## config.mk

```make
export PLATFORM = sky130hd
export DESIGN_NAME = puck_mover
export DESIGN_NICKNAME = d
export VERILOG_FILES = /design/src/rtl/puck_mover.sv
export SDC_FILE = /design/constraint.sdc
export NUM_CORES = 1
export LEC_CHECK = 0
export CAP_MARGIN = 40
export CORE_UTILIZATION = 35
export CTS_CLUSTER_DIAMETER = 150
export DETAILED_ROUTE_END_ITERATION = 7
export SYNTH_ARGS = -nofsm -noshare
export SYNTH_HDL_FRONTEND = slang
export SYNTH_SLANG_ARGS = --single-unit
```

## constraint.sdc

```tcl
create_clock -name clock -period 4.5 [get_ports clock]
set_input_delay 0.45 -clock clock [delete_from_list [all_inputs] [get_ports clock]]
set_output_delay 0.45 -clock clock [all_outputs]
set_load 0.05 [all_outputs]
```

## src/rtl/puck_mover.sv

```systemverilog
// Puck animator: per frame tick, erase the 4x4 puck, step it with wall bounce, redraw it.
// Latency: first pixel 1 cycle after an accepted tick; 16 erase + 1 update + 16 draw; done 34 cycles after the tick.
// Backpressure: none; ticks and serves arriving while busy are dropped (counted in overrun when FRAME_OVERRUN_EN is defined).
//
// Ports: clock; resetn (synchronous, active HIGH despite the name); enable gates tick acceptance;
//   frame_tick starts a frame; serve reloads the serve position while idle;
//   x/y/colour/plot form the registered VGA pixel-write interface;
//   busy is high outside IDLE; done pulses for 1 cycle at the end of DRAW.
// Optional: define FRAME_OVERRUN_EN to add the 8-bit saturating overrun port
//   (count of frame ticks that arrived while busy).
module puck_mover #(
    parameter int          SCREEN_W    = 160,
    parameter int          SCREEN_H    = 120,
    parameter int          PUCK_SIZE   = 4,
    parameter int          X_INIT      = 78,
    parameter int          Y_INIT      = 58,
    parameter logic [2:0]  PUCK_COLOUR = 3'b111,
    parameter logic [2:0]  BG_COLOUR   = 3'b000
) (
    input  logic       clock,
    input  logic       resetn,
    input  logic       enable,
    input  logic       frame_tick,
    input  logic       serve,
    output logic [7:0] x,
    output logic [6:0] y,
    output logic [2:0] colour,
    output logic       plot,
    output logic       busy,
`ifdef FRAME_OVERRUN_EN
    output logic [7:0] overrun,
`endif
    output logic       done
);

    localparam logic [7:0] X_MAX = 8'(SCREEN_W - PUCK_SIZE);
    localparam logic [6:0] Y_MAX = 7'(SCREEN_H - PUCK_SIZE);
    localparam logic [7:0] X_RST = 8'(X_INIT);
    localparam logic [6:0] Y_RST = 7'(Y_INIT);

    typedef enum logic [1:0] {IDLE, ERASE, UPDATE, DRAW} state_t;

    state_t     r_state, w_state_nxt;
    logic [3:0] r_cnt, w_cnt_nxt;
    logic [7:0] r_px, w_px_nxt;
    logic [6:0] r_py, w_py_nxt;
    logic       r_dir_x, w_dir_x_nxt;   // 1 = right (+x)
    logic       r_dir_y, w_dir_y_nxt;   // 1 = down  (+y)
    logic [7:0] r_x, w_x_nxt;
    logic [6:0] r_y, w_y_nxt;
    logic [2:0] r_colour, w_colour_nxt;
    logic       r_plot, w_plot_nxt;
    logic       r_done, w_done_nxt;

    always_ff @(posedge clock) begin
        if (resetn) begin
            r_state  <= IDLE;
            r_cnt    <= 4'd0;
            r_px     <= X_RST;
            r_py     <= Y_RST;
            r_dir_x  <= 1'b1;
            r_dir_y  <= 1'b1;
            r_x      <= 8'd0;
            r_y      <= 7'd0;
            r_colour <= 3'd0;
            r_plot   <= 1'b0;
            r_done   <= 1'b0;
        end else begin
            r_state  <= w_state_nxt;
            r_cnt    <= w_cnt_nxt;
            r_px     <= w_px_nxt;
            r_py     <= w_py_nxt;
            r_dir_x  <= w_dir_x_nxt;
            r_dir_y  <= w_dir_y_nxt;
            r_x      <= w_x_nxt;
            r_y      <= w_y_nxt;
            r_colour <= w_colour_nxt;
            r_plot   <= w_plot_nxt;
            r_done   <= w_done_nxt;
        end
    end

    always_comb begin
        w_state_nxt  = r_state;
        w_cnt_nxt    = r_cnt;
        w_px_nxt     = r_px;
        w_py_nxt     = r_py;
        w_dir_x_nxt  = r_dir_x;
        w_dir_y_nxt  = r_dir_y;
        w_x_nxt      = r_x;
        w_y_nxt      = r_y;
        w_colour_nxt = r_colour;
        w_plot_nxt   = 1'b0;
        w_done_nxt   = 1'b0;

        case (r_state)
            IDLE: begin
                // serve has priority; a coincident tick is discarded
                if (serve) begin
                    w_px_nxt    = X_RST;
                    w_py_nxt    = Y_RST;
                    w_dir_x_nxt = 1'b1;
                    w_dir_y_nxt = 1'b1;
                end else if (frame_tick && enable) begin
                    w_state_nxt = ERASE;
                    w_cnt_nxt   = 4'd0;
                end
            end
            ERASE: begin
                if (r_cnt == 4'd15) w_state_nxt = UPDATE;
                else                w_cnt_nxt   = r_cnt + 4'd1;
            end
            UPDATE: begin
                // a wall hit reverses and steps away in the same frame
                if (r_dir_x && r_px == X_MAX) begin
                    w_dir_x_nxt = 1'b0;
                    w_px_nxt    = r_px - 8'd1;
                end else if (!r_dir_x && r_px == 8'd0) begin
                    w_dir_x_nxt = 1'b1;
                    w_px_nxt    = r_px + 8'd1;
                end else begin
                    w_px_nxt = r_dir_x ? r_px + 8'd1 : r_px - 8'd1;
                end
                if (r_dir_y && r_py == Y_MAX) begin
                    w_dir_y_nxt = 1'b0;
                    w_py_nxt    = r_py - 7'd1;
                end else if (!r_dir_y && r_py == 7'd0) begin
                    w_dir_y_nxt = 1'b1;
                    w_py_nxt    = r_py + 7'd1;
                end else begin
                    w_py_nxt = r_dir_y ? r_py + 7'd1 : r_py - 7'd1;
                end
                w_state_nxt = DRAW;
                w_cnt_nxt   = 4'd0;
            end
            DRAW: begin
                if (r_cnt == 4'd15) begin
                    w_state_nxt = IDLE;
                    w_done_nxt  = 1'b1;
                end else begin
                    w_cnt_nxt = r_cnt + 4'd1;
                end
            end
            default: w_state_nxt = IDLE;
        endcase

        // Pixel registers are loaded with the pixel of the state being entered,
        // so the first erase pixel appears the cycle after the tick and the draw
        // pixels already use the stepped position.
        if (w_state_nxt == ERASE || w_state_nxt == DRAW) begin
            w_plot_nxt   = 1'b1;
            w_x_nxt      = w_px_nxt + {6'd0, w_cnt_nxt[1:0]};
            w_y_nxt      = w_py_nxt + {5'd0, w_cnt_nxt[3:2]};
            w_colour_nxt = (w_state_nxt == ERASE) ? BG_COLOUR : PUCK_COLOUR;
        end
    end

`ifdef FRAME_OVERRUN_EN
    logic [7:0] r_overrun;

    always_ff @(posedge clock) begin
        if (resetn)
            r_overrun <= 8'd0;
        else if (frame_tick && r_state != IDLE && r_overrun != 8'hFF)
            r_overrun <= r_overrun + 8'd1;
    end

    assign overrun = r_overrun;
`endif

    assign x      = r_x;
    assign y      = r_y;
    assign colour = r_colour;
    assign plot   = r_plot;
    assign busy   = (r_state != IDLE);
    assign done   = r_done;

endmodule

```

# [After elaboration in Yosys (flattened, before gate mapping)]
# Index checks and enable logic that the tools add are counted.
[totals] register_bits=43 in_bits=5 output_inout_bits=21 word_cells=76
[classes] addsub=7 eq_ne=11 mux=29 bitwise=1 n_reduce_logical=17
[ops] op="two-way mux 8 bit" count=4
[ops] op="two-way mux 7 bit" count=4
[ops] op="case mux 8 bit (2 select lines)" count=1
[ops] op="case mux 7 bit (2 select lines)" count=1
[ops] op="two-way mux 4 bit" count=3
[ops] op="case mux 4 bit (3 select lines)" count=1
[ops] op="adder 8 x 1 -> 8 bit, second input constant" count=1
[ops] op="adder 8 x 2 -> 8 bit" count=1
[ops] op="equality test 8 bit, second input constant" count=1
[ops] op="zero test 8 bit" count=1
[ops] op="two-way mux 2 bit" count=4
[ops] op="case mux 2 bit (4 select lines)" count=1
[ops] op="subtractor 8 x 1 -> 8 bit, second input constant" count=1
[ops] op="adder 7 x 1 -> 7 bit, second input constant" count=1
[ops] op="adder 7 x 2 -> 7 bit" count=1
[ops] op="equality test 7 bit, second input constant" count=1
[ops] op="zero test 7 bit" count=1
[ops] op="two-way mux 1 bit" count=7
[ops] op="subtractor 7 x 1 -> 7 bit, second input constant" count=1
[ops] op="equality test 2 bit, second input constant" count=3
[ops] op="inequality test 3 bit, second input constant" count=2
[ops] op="AND reduction 3 bit" count=2
[ops] op="logical AND 1 bit" count=5
[ops] op="adder 4 x 1 -> 4 bit, second input constant" count=1
[ops] op="other kinds (11)" count=16

# [Logic depth before layout (Yosys ltp)]
[depth] word_depth=7 mapped_depth=14 ltp_nobuf=14

# [Worst setup path after synthesis]
# OpenSTA, ideal clock, no wires.
[synth_timing] path_kind="register to register" from="reg r_px[0]" to="reg r_x[6] (netlist: x[6])" setup_ps=91 arrival_time_ps=2901 t_required_ps=4409 slack_ps=1508 path_stages_with_launch=13 path_buffers=0 synth_period_minus_slack_ps=2992 path_cell_list="dfxtp_1 inv_1 ha_1 nor4bb_4 a41o_1 nor2_1 xor2_1 a22oi_1 inv_1 fa_1 nor2_1 or4b_1 a311oi_1"
[synth_between] elab_chain_cells=6 word_cells_on_any_way=12
[synth_lines] item="from (decl)" line="45" text="logic [7:0] r_px, w_px_nxt;"
[synth_lines] item="from (signal assigned)" line="71" text="r_px <= w_px_nxt;"
[synth_lines] item="subtractor 8 x 1 -> 8 bit, or another cell as far along" line="117, 122"
[synth_lines] item="two-way mux 8 bit / logical AND 1 bit (equally long branches)" line="122, 118"
[synth_lines] item="two-way mux 8 bit" line="118" text="end else if (!r_dir_x && r_px == 8'd0) begin"
[synth_lines] item="two-way mux 8 bit (*)" line="115" text="if (r_dir_x && r_px == X_MAX) begin"
[synth_lines] item="case mux 8 bit (2 select lines) (*)" line="96" text="case (r_state)"
[synth_lines] item="via w_px_nxt[1]" line="45"
[synth_lines] item="adder 8 x 2 -> 8 bit (*)" line="152" text="w_x_nxt = w_px_nxt + {6'd0, w_cnt_nxt[1:0]};"
[synth_lines] item="to (signal assigned)" line="75" text="r_x <= w_x_nxt;"
[synth_lines] item="to (decl)" line="49" text="logic [7:0] r_x, w_x_nxt;"
# The timed path passes the listed nets; every way through them passes the cells marked *.
# A chain may end at the register's enable or synchronous reset.

# [Worst setup path after layout]
[layout_timing] from="reg r_state[0]" to="reg r_x[6] (netlist: x[6])"
[layout_between] word_cells_on_any_way=16
[layout_rtl] item="from (decl)" line="43" text="state_t r_state, w_state_nxt;"
[layout_rtl] item="from (signal assigned)" line="69" text="r_state <= w_state_nxt;"
[layout_rtl] item="equality test 2 bit / equality test 2 x 1 -> 1 bit (equally long branches)" line="96"
[layout_rtl] item="OR reduction 2 bit (no line)"
[layout_rtl] item="case mux 4 bit (3 select lines) (*)" line="96"
[layout_rtl] item="via w_cnt_nxt[0]" line="44" text="logic [3:0] r_cnt, w_cnt_nxt;"
[layout_rtl] item="adder 8 x 2 -> 8 bit (*)" line="152"
# Marked as above.

==> impl_metrics.tcl <==
set metrics [dict create \
    worst_setup_path_start_kind "flop" \
    die_area_sq_mm 0.00788 \
    holdWs_ps 455 \
    finalCriticalPeriod_ps 3480 \
    grt_pass1_vias 2191 \
    drive_gt1_share_pct 7.78 \
    endpoint_kind "flop" \
    critPathSlowestCell "fa_1" \
    cts_tree "done" \
    totalPowerFinal_uw 706 \
    n_fill_cell 755 \
    hold_class "reg2reg" \
    vias 2426 \
    fin_crit_sh_pct 77.2 \
    grt_overflow 0 \
    switching_share_pct 27.9 \
    post-route-drc-count 0 \
    hold_violations 0 \
    irDropWorstVdd_mv 0.130 \
    max_cap_violations 0 \
    cts_buffers 5 \
    cts_resized 0 \
    cts_setup_buffers 0 \
    synth_area_leaders "dfxtp_1 31%, ha_1 4.7%, nor2_1 4.4%, nand2_1 3.8%, a21oi_1 3.8%" \
    ant_nets 0 \
    ys_seq_area_share_pct 31.1 \
    path_cells "nor2_1 -> o21ai_0 -> and2_1 -> a21oi_1 -> ha_1 -> inv_1 -> fa_1 -> nor2_1 -> or4b_1 -> a311oi_1" \
    max_freq_mhz 288 \
    ctsHoldBuffers 0 \
    maxSlewViolCount 0 \
    syn_area_sq_mm 0.00264 \
    slew_headroom_pct 48.2 \
    leakage_nw 1.11 \
    yosysWarnings 0 \
    core_area_sq_mm 0.00725 \
    switchingPower_uw 197 \
    cts_sinks 41 \
    path_buf_inv 1 \
    p_comb_share_pct 12.3 \
    crit_family "simple AND/OR/NAND/NOR gates" \
    gr-usage-all-layers_pct 17.7 \
    post-dp-hpwl_um 4520 \
    worst_ep_arrival_time_ps 3680 \
    dr.pass1.iters 4 \
    htree_levels 2 \
    synth_top_area_share_pct 31.1 \
    worst_pin_slew_ps 773 \
    synthFlopType "dfxtp_1" \
    grt_setup_unrepaired "no" \
    setup_viol 0 \
    synth_edf_count 0 \
    gp_congestion 0.856 \
    synthCells 325 \
    grt_pass1_wl_um 10800 \
    p_clk_share_pct 34.3 \
    critPathMaxStageDelay_ps 450 \
    placed_cells 425 \
    synth-async-reset-ratio_pct 0 \
    synth_fp_nets 342 \
    die_h_um 88.8 \
    fin_nets 350 \
    viasPerCell 5.60 \
    antenna_cells 0 \
    numPortBuffers 25 \
    antenna_found_initial 0 \
    wl_per_cell_um 14.8 \
    skew_ps 3.27 \
    num_io_pins 26 \
    ctsRootBufferMaster "clkbuf_8" \
    powerDensity_mw_per_mm2 235 \
    ys_seq_elements 41 \
    crit_fanout 20 \
    grt_start_max_net_pins 41 \
    initial_core_util_pct 36.3 \
    clk-insertion-delay-late_ps 290 \
    cts.path.max_buffers 2 \
    pwr-share-seq_pct 53.4 \
    wl_um 6400 \
    status "finished clean" \
    yosysTopAreaCell "dfxtp_1" \
    syn-mean-instance-area_sq_um 8.11 \
    worstPathRequired_ps 4700 \
    drt_iter0_drc 153 \
    rows 31 \
    layout.cells.non_filler 433 \
    path_class "reg2reg" \
    p_int_uw 509 \
    path_common_cell "nor2_1" \
    synth_cell_types 64 \
    tns_ps 0 \
    die_w_um 88.8 \
    syn_to_final_growth_pct 13.8 \
    clk_pin_slew_ps 80 \
]
[through the flow]
stage	worst slack, ps	utilization [%]	cell area [sq um]
floorplan	1510	-	2640
global placement	1010	40.2	2910
detailed placement	852	40.2	2910
CTS	1050	41.3	3000
global route	770	41.3	3000
finish	1020	41.3	3000
[power by group through the flow]
| stage | Sequential [mW] | Combinational [mW] | Clock (mW) |
|---|---|---|---|
| 4_1_cts | 0.377 | 0.0876 | 0.250 |
| 3_5_place_dp | 0.386 | 0.0871 | 0 |
| 3_3_place_gp | 0.386 | 0.0867 | 0 |
| 2_1_floorplan | 0.410 | 0.0333 | 0 |
| 6_report | 0.377 | 0.0868 | 0.242 |
| 5_1_grt | 0.378 | 0.0938 | 0.266 |
[cells in the mapped netlist (7+ instances only)]
library cell   n
a211oi_1       7
a21oi_1       20
clkbuf_1      19
dfxtp_1       41
ha_1          10
inv_1         16
nand2_1       27
nand2b_1       9
nand3_1        8
nor2_1        31
nor4_1         8
o21ai_0       11
[worst paths after layout]
kind | startpoint | endpoint | slack [ps] | cells after the start
worst max register to register | r_state[0] | x[6] | 1020 | 10
worst min-delay path | y[1] | y[1] | 460 | 2
worst max-delay path | r_state[0] | x[6] | 1020 | 10
worst min register to register | y[1] | y[1] | 460 | 2
[cells in the final DEF, fill, tap and decap left out, types with 4 or more instances in the layout]
cell / n
dfxtp_1: 41
nor2_1: 31
nand2_1: 27
clkdlybuf4s50_1: 25
a21oi_1: 20
inv_1: 16
o21ai_0: 11
ha_1: 10
nand2b_1: 9
nor4_1: 8
nand3_1: 8
a211oi_1: 7
nor2b_1: 6
or2_2: 6
xor2_1: 5
nand4_1: 5
nor3_1: 5
nand3b_1: 5
clkbuf_8: 5
a31oi_1: 4
or3_1: 4
mux2i_1: 4
o311ai_0: 4
xnor2_1: 4
[layer usage]
layer / global-route usage [%] / part of all wire, % / up-vias
li1: - / - / 1205
met1: 25.0 / 49 / 1136
met2: 27.3 / 44 / 76
met3: 2.89 / 6.1 / 9
met4: 5.72 / 1.4 / 0
met5: 0 / 0 / -
[kinds of logic (layout without fill, tap and decap cells)]
| group | Yosys count | count (layout) | synth area share, % |
|---|---|---|---|
| AOI/OAI and AO/OA | 81 | 81 | 21.9 |
| and+or+nand+nor | 134 | 134 | 28.8 |
| DFF | 41 | 41 | 31.1 |
| buffers and inverters | 42 | 51 | 6.46 |
| xor gates and xnor gates | 9 | 9 | 2.99 |
| adders and majority gates | 12 | 12 | 6.27 |
| muxes | 6 | 6 | 2.37 |
[worst min-delay path, stage by stage, from the launching register on]
cell	delay, ps
dfxtp_1	310
nand2_1	50
a21oi_1	50
[cell type report]
class / instances / area, sq um / share of cell area, %
inverters: 16 / 60.1 / 2.00
repair buffers: 27 / 265 / 8.85
clock buffers: 7 / 76.3 / 2.55
clock inverters: 1 / 7.51 / 0.250
flip-flops and latches: 41 / 821 / 27.4
multi-input cells: 242 / 1640 / 54.8
well taps: 99 / 124 / 4.13
[registers in the layout, indices dropped and copies added (netlist names)]
register	count
colour	1
done	1
plot	1
r_cnt	4
r_dir_x	1
r_dir_y	1
r_px	8
r_py	7
r_state	2
x	8
y	7
Note: power is estimated with default switching activity, not from simulation.
